**src/rtl/alu_pkg.sv**
```systemverilog
// ============================================================================
// Module   : alu_pkg
// Brief    : Shared ALU constants and command/response types for the ALU
//            datapath, its issuer and benches.
// Revision : 1.0  initial release
// ============================================================================
`default_nettype none

package alu_pkg;

    localparam int ALU_WIDTH = 32;
    localparam int ALU_TAG_W = 4;

    localparam logic OP_MUL = 1'b0;
    localparam logic OP_ADD = 1'b1;

    typedef struct packed {
        logic                 opsel;
        logic [ALU_WIDTH-1:0] in0;
        logic [ALU_WIDTH-1:0] in1;
    } alu_cmd_t;

    typedef struct packed {
        logic [ALU_WIDTH-1:0] data;
        logic [ALU_TAG_W-1:0] tag;
    } alu_rsp_t;

endpackage

`default_nettype wire

```
**src/rtl/alu_rsp_fifo.sv**
```systemverilog
// ============================================================================
// Module   : alu_rsp_fifo
// Brief    : DEPTH-entry result FIFO; head is read straight from the storage
//            registers and forced to zero while empty.
// Revision : 1.0  initial release
// ============================================================================
`default_nettype none

module alu_rsp_fifo
    import alu_pkg::*;
#(
    parameter int  DEPTH = 4,
    parameter type T     = alu_rsp_t
) (
    input  logic                       clk,
    input  logic                       rst,
    input  logic                       i_push,
    input  T                           i_data,
    input  logic                       i_pop,
    output T                           o_head,
    output logic                       o_full,
    output logic                       o_empty,
    output logic [$clog2(DEPTH+1)-1:0] o_count
);

    localparam int c_ptr_w = (DEPTH > 1) ? $clog2(DEPTH) : 1;
    localparam int c_cnt_w = $clog2(DEPTH + 1);

    localparam logic [c_ptr_w-1:0] c_ptr_last = c_ptr_w'(DEPTH - 1);
    localparam logic [c_ptr_w-1:0] c_ptr_one  = c_ptr_w'(1);
    localparam logic [c_cnt_w-1:0] c_cnt_one  = c_cnt_w'(1);
    localparam logic [c_cnt_w-1:0] c_cnt_full = c_cnt_w'(DEPTH);

    T                   r_mem [DEPTH];
    logic [c_ptr_w-1:0] r_wr_ptr;
    logic [c_ptr_w-1:0] r_rd_ptr;
    logic [c_cnt_w-1:0] r_count;

    // Storage is not reset: the count alone decides what is valid.
    always_ff @(posedge clk) begin
        if (i_push) begin
            r_mem[r_wr_ptr] <= i_data;
        end
    end

    always_ff @(posedge clk) begin
        if (rst) begin
            r_wr_ptr <= '0;
            r_rd_ptr <= '0;
            r_count  <= '0;
        end else begin
            if (i_push) begin
                r_wr_ptr <= (r_wr_ptr == c_ptr_last) ? '0 : r_wr_ptr + c_ptr_one;
            end
            if (i_pop) begin
                r_rd_ptr <= (r_rd_ptr == c_ptr_last) ? '0 : r_rd_ptr + c_ptr_one;
            end
            unique case ({i_push, i_pop})
                2'b10:   r_count <= r_count + c_cnt_one;
                2'b01:   r_count <= r_count - c_cnt_one;
                default: r_count <= r_count;
            endcase
        end
    end

    assign o_empty = (r_count == '0);
    assign o_full  = (r_count == c_cnt_full);
    assign o_count = r_count;
    assign o_head  = o_empty ? T'('0) : r_mem[r_rd_ptr];

endmodule

`default_nettype wire

```
**src/rtl/alu_issuer.sv**
```systemverilog
// ============================================================================
// Module   : alu_issuer
// Brief    : Credit-based initiator for the fixed-latency ALU; issues ops,
//            tracks them for LATENCY cycles and returns tagged results.
// Revision : 1.0  initial release
// ============================================================================
`default_nettype none

module alu_issuer
    import alu_pkg::*;
#(
    parameter int WIDTH   = ALU_WIDTH,
    parameter int LATENCY = 2,
    parameter int DEPTH   = 4,
    parameter int TAG_W   = ALU_TAG_W
) (
    input  logic             clk,
    input  logic             reset,
    input  logic             cmd_valid,
    output logic             cmd_ready,
    input  logic             cmd_opsel,
    input  logic [WIDTH-1:0] cmd_in0,
    input  logic [WIDTH-1:0] cmd_in1,
    output logic             alu_opsel,
    output logic [WIDTH-1:0] alu_in0,
    output logic [WIDTH-1:0] alu_in1,
    input  logic [WIDTH-1:0] alu_out,
    output logic             rsp_valid,
    input  logic             rsp_ready,
    output logic [WIDTH-1:0] rsp_data,
    output logic [TAG_W-1:0] rsp_tag
);

    localparam int c_cred_w = $clog2(DEPTH + 1);

    localparam logic [c_cred_w-1:0] c_cred_max = c_cred_w'(DEPTH);
    localparam logic [c_cred_w-1:0] c_cred_one = c_cred_w'(1);
    localparam logic [TAG_W-1:0]    c_tag_one  = TAG_W'(1);

    typedef struct packed {
        logic [WIDTH-1:0] data;
        logic [TAG_W-1:0] tag;
    } rsp_t;

    logic [c_cred_w-1:0] r_credits;
    logic [TAG_W-1:0]    r_tag_cnt;
    logic                r_opsel;
    logic [WIDTH-1:0]    r_in0;
    logic [WIDTH-1:0]    r_in1;
    logic [LATENCY:0]    r_vld;
    logic [TAG_W-1:0]    r_tag [LATENCY+1];

    logic                w_accept;
    logic                w_pop;
    logic                w_push;
    rsp_t                w_push_data;
    rsp_t                w_head;
    logic                w_full;
    logic                w_empty;
    logic [c_cred_w-1:0] w_count;

    assign cmd_ready   = (r_credits != '0) && !reset;
    assign w_accept    = cmd_valid && cmd_ready;
    assign rsp_valid   = !w_empty && !reset;
    assign w_pop       = rsp_valid && rsp_ready;
    assign w_push      = r_vld[LATENCY];
    assign w_push_data = '{data: alu_out, tag: r_tag[LATENCY]};

    // Operands are presented for exactly one cycle, then fall back to zero.
    always_ff @(posedge clk) begin
        if (reset || !w_accept) begin
            r_opsel <= OP_MUL;
            r_in0   <= '0;
            r_in1   <= '0;
        end else begin
            r_opsel <= cmd_opsel;
            r_in0   <= cmd_in0;
            r_in1   <= cmd_in1;
        end
    end

    always_ff @(posedge clk) begin
        if (reset) begin
            r_tag_cnt <= '0;
            r_credits <= c_cred_max;
        end else begin
            if (w_accept) begin
                r_tag_cnt <= r_tag_cnt + c_tag_one;
            end
            unique case ({w_accept, w_pop})
                2'b10:   r_credits <= r_credits - c_cred_one;
                2'b01:   r_credits <= r_credits + c_cred_one;
                default: r_credits <= r_credits;
            endcase
        end
    end

    // Stage i holds the op whose operands reached the ALU i cycles ago.
    always_ff @(posedge clk) begin
        if (reset) begin
            r_vld <= '0;
        end else begin
            r_vld[0] <= w_accept;
            for (int i = 1; i <= LATENCY; i++) begin
                r_vld[i] <= r_vld[i-1];
            end
        end
    end

    always_ff @(posedge clk) begin
        r_tag[0] <= r_tag_cnt;
        for (int i = 1; i <= LATENCY; i++) begin
            r_tag[i] <= r_tag[i-1];
        end
    end

    alu_rsp_fifo #(
        .DEPTH (DEPTH),
        .T     (rsp_t)
    ) u_rsp_fifo (
        .clk     (clk),
        .rst     (reset),
        .i_push  (w_push),
        .i_data  (w_push_data),
        .i_pop   (w_pop),
        .o_head  (w_head),
        .o_full  (w_full),
        .o_empty (w_empty),
        .o_count (w_count)
    );

    assign alu_opsel = reset ? 1'b0 : r_opsel;
    assign alu_in0   = reset ? '0   : r_in0;
    assign alu_in1   = reset ? '0   : r_in1;
    assign rsp_data  = reset ? '0   : w_head.data;
    assign rsp_tag   = reset ? '0   : w_head.tag;

`ifndef SYNTHESIS
    always_ff @(posedge clk) begin
        if (!reset) begin
            assert (r_credits <= c_cred_max)
                else $error("alu_issuer: credits above DEPTH");
            assert (!(w_push && w_full && !w_pop))
                else $error("alu_issuer: push into full buffer");
            assert (!(w_pop && w_empty))
                else $error("alu_issuer: pop from empty buffer");
            assert (int'(r_credits) + $countones(r_vld) + int'(w_count) == DEPTH)
                else $error("alu_issuer: credit accounting broken");
        end
    end
`endif

endmodule

`default_nettype wire

```
**config.mk**
```make
export PLATFORM = sky130hd
export DESIGN_NAME = alu_issuer
export DESIGN_NICKNAME = d
export VERILOG_FILES = /design/src/rtl/alu_pkg.sv /design/src/rtl/alu_rsp_fifo.sv /design/src/rtl/alu_issuer.sv
export SDC_FILE = /design/constraint.sdc
export NUM_CORES = 1
export LEC_CHECK = 0
export ABC_AREA = 1
export CELL_PAD_IN_SITES_DETAIL_PLACEMENT = 0
export CELL_PAD_IN_SITES_GLOBAL_PLACEMENT = 2
export CORE_ASPECT_RATIO = 0.8
export CORE_MARGIN = 5
export CORE_UTILIZATION = 28
export CTS_BUF_LIST = sky130_fd_sc_hd__clkbuf_4 sky130_fd_sc_hd__clkbuf_8 sky130_fd_sc_hd__clkbuf_16
export CTS_CLUSTER_SIZE = 28
export DETAILED_ROUTE_END_ITERATION = 10
export HOLD_SLACK_MARGIN = 0.08
export PLACE_DENSITY = 0.86
export SETUP_SLACK_MARGIN = 0.4
export SYNTH_ARGS = -nofsm -noshare
export SYNTH_HDL_FRONTEND = slang
export SYNTH_HIERARCHICAL = 1
export SYNTH_SLANG_ARGS = --single-unit
```
**constraint.sdc**
```tcl
create_clock -name clk -period 1.9 [get_ports clk]
set_input_delay 0.38 -clock clk [delete_from_list [all_inputs] [get_ports clk]]
set_output_delay 0.38 -clock clk [all_outputs]
set_load 0.03 [all_outputs]
```
==> results.py, run 1 <==
metrics = {
    "run_status": {
        "status": "complete, but fails checks",
        "violations": "negative setup slack",
    },
    "hold_path": {
        "hold_path.class": "in -> reg",
    },
    "floorplanning": {
        "dieArea_um2": 37930,
        "rows": 60,
        "top_level_ports": 204,
        "core_area_um2": 33630,
        "dieHeight_um": 175.2,
        "die_w_um": 216.5,
        "start_util_pct": 28.40,
    },
    "worst_setup_path": {
        "crit_required_ns": 1.52,
        "r2r_setup_slack_ns": -0.04,
        "critPathCaptureType": "output port",
        "crit_path_start_kind": "flop",
        "max_stage_delay_ns": 0.37,
        "path_cells": "buf_12 -> buf_8 -> clkinv_8 -> nand2_2 -> nand2_1 -> nand2_1 -> a21oi_2 -> inv_2 -> nor2_4 -> buf_12",
        "arrival_ns": 1.88,
        "critical_path_class": "reg -> out",
        "path_max_fanout": 7,
        "crit_slowest_cell": "dfxtp_4",
    },
    "route": {
        "wl_um": 25510,
        "vias": 7191,
        "via_per_inst": 4.157,
        "wire_per_inst_um": 14.75,
        "drt_iter0_drc": 281,
        "ant_nets": 0,
        "dr.pass1.iters": 5,
        "drc": 0,
    },
    "sta": {
        "finClkSkew_ns": 0.01575,
        "setup_viol": 39,
        "slew_violations": 0,
        "rsz0062_at_grt": "true",
        "max_clock_freq_mhz": 443.2,
        "layout_setup_ws_ns": -0.3564,
        "max_slew_margin_pct": 56.30,
        "worst_pin_slew_ns": 0.6555,
        "min_period_ns": 2.256,
        "hold_viol": 0,
        "fin_crit_sh_pct": 118.8,
    },
    "layout": {
        "seqCellArea_um2": 6340,
        "nets": 1386,
        "antenna_cells": 0,
        "final_layout_size_suffix_gt1_share_pct": 41.90,
        "nFillCells": 3077,
        "utilization_pct": 45.18,
        "multi_input_area_um2": 3198,
        "areaGrowthSynthToFinish_pct": 59.06,
    },
    "global_routing": {
        "grt_max_degree": 70,
        "grt_first_pass_wirelength_um": 37490,
        "antenna_found_initial": 2,
        "grt-ovfl-total": 0,
        "grt_pass1_vias": 6963,
        "globalRouteTotalUtil_pct": 12.22,
    },
    "cts": {
        "clk_pin_slew_ns": 0.06,
        "root_buffer": "clkbuf_16",
        "clk-insertion-delay-late_ns": 0.53,
        "tritoncts": "yes",
        "clkSinkCount": 240,
        "clk_path_buf_depth": 3,
        "cts.htree.levels": 1,
        "numCtsBuffers": 27,
    },
    "place": {
        "dp_slack_ns": -0.4019,
        "io_buffers": 203,
        "hpwl_um": 15290,
        "place_congestion": 0.7666,
    },
    "logic_synthesis": {
        "syn-cell-area_um2": 9553,
        "ys_warn_count": 6,
        "synthCells": 1006,
        "syn_nets": 1117,
        "synth.avg_cell_area_um2": 9.496,
    },
    "run": {
        "maxCapViolCount": 0,
    },
    "power": {
        "switchingPower_mw": 3.184,
        "p_seq_share_pct": 45.3,
        "ir_drop_uv": 618.2,
        "pwr-share-clk_pct": 38.7,
        "swShare_pct": 25.14,
        "p_per_area_nw_per_um2": 833.5,
        "p_int_mw": 9.481,
        "p_leak_nw": 5.984,
        "p_comb_share_pct": 16.1,
    },
}
[stage by stage]
stage	cells	hold WS [ns]	TNS, ns	instance area, µm²	total power, mW
after CTS	1707	0.1423	-12.50	14290	12.56
final	1730	0.2620	-11.75	15190	12.67
after detailed placement	1633	0.3121	-1.688	12590	7.354
after floorplan	1006	0.3096	0	9927	6.693
after global routing	1730	0.2572	-16.38	15190	13.21
after global placement	1633	0.3107	-1.369	12590	7.343
[path summary, 6_finish.rpt]
kind / startpoint / endpoint / cells after the start
worst max-delay path: flop / rsp_tag[3] / 10
worst min register to register: r_tag[0][3]$_DFF_P_ / r_tag[0][7]$_DFF_P_ / 0
worst max register to register: u_rsp_fifo/o_count[2]$_SDFFE_PP0P_ / r_credits[2]$_SDFFE_PP1P_ / 13
worst min-delay path: reset / r_credits[0]$_SDFFE_PP0P_ / 4
[layout by cell type (no fill, tap or decap), drive strengths merged, types with 40 or more instances in the layout]
master,instances
nor2,251
inv,194
edfxtp,144
a21oi,46
buf,176
o21ai,42
clkdlybuf4s50,99
clkbuf,40
nand2,166
dfxtp,96
[metal layers]
| metal | global-route usage (%) | vias to the layer above | routed length (µm) |
|---|---|---|---|
| met1 | 15.82 | 3361 | 10950 |
| li1 | - | 3624 | - |
| met2 | 20.05 | 161 | 12250 |
| met3 | 4.175 | 41 | 1804 |
| met5 | 0 | - | 31 |
| met4 | 2.490 | 4 | 477 |
[worst max-delay path: cells and delay by family (launching register included)]
kind,cells,cell delay [ns]
simple gates,4,0.27
compound gates,1,0.15
flops,1,0.37
buf+inv,5,0.56
[sequential cells by signal (all words and copies together) (netlist names), 3 cells and up, named ones only]
register and flops:
r_credits 3, r_in0 32, r_in1 32, r_tag 12
r_tag_cnt 4, r_vld 3, u_rsp_fifo/o_count 3, u_rsp_fifo/r_mem 144
[power by group through the flow]
stage               clock network, mW  registers, mW  logic (mW)
CTS                              5.06           5.71        1.79
finish                           4.90           5.73        2.04
global route                     5.26           5.74        2.20
detailed placement                  0           5.82        1.53
global placement                    0           5.82        1.53
floorplan                           0           5.80       0.888
[cell type report]
class	instances	share of cell area [%]
sequential	240	41.72
timing repair buffer	282	22.86
multi-input combinational	527	21.05
inverter	195	5.031
clock buffer	33	4.825
tap	434	3.574
clock inverter	17	0.7576
timing repair inverter	2	0.1812
[repair_timing]
action / CTS / global route
cloned: 7 / 11
setup endpoints to repair: 176 / 109
pin swaps: 22 / 67
setup buffers: 17 / 12
resized for setup: 329 / 259
hold buffers: 0 / 0
(Power assumes the default switching activity.)
==> run 2: changes to the inputs <==
--- a/config.mk
+++ b/config.mk
@@ -12,7 +12,6 @@
 export CORE_MARGIN = 5
 export CORE_UTILIZATION = 28
 export CTS_BUF_LIST = sky130_fd_sc_hd__clkbuf_4 sky130_fd_sc_hd__clkbuf_8 sky130_fd_sc_hd__clkbuf_16
-export CTS_CLUSTER_SIZE = 28
 export DETAILED_ROUTE_END_ITERATION = 10
 export HOLD_SLACK_MARGIN = 0.08
 export PLACE_DENSITY = 0.86
==> results of run 2 <==
Final layout, timing and power as in run 1 (identical DEF).
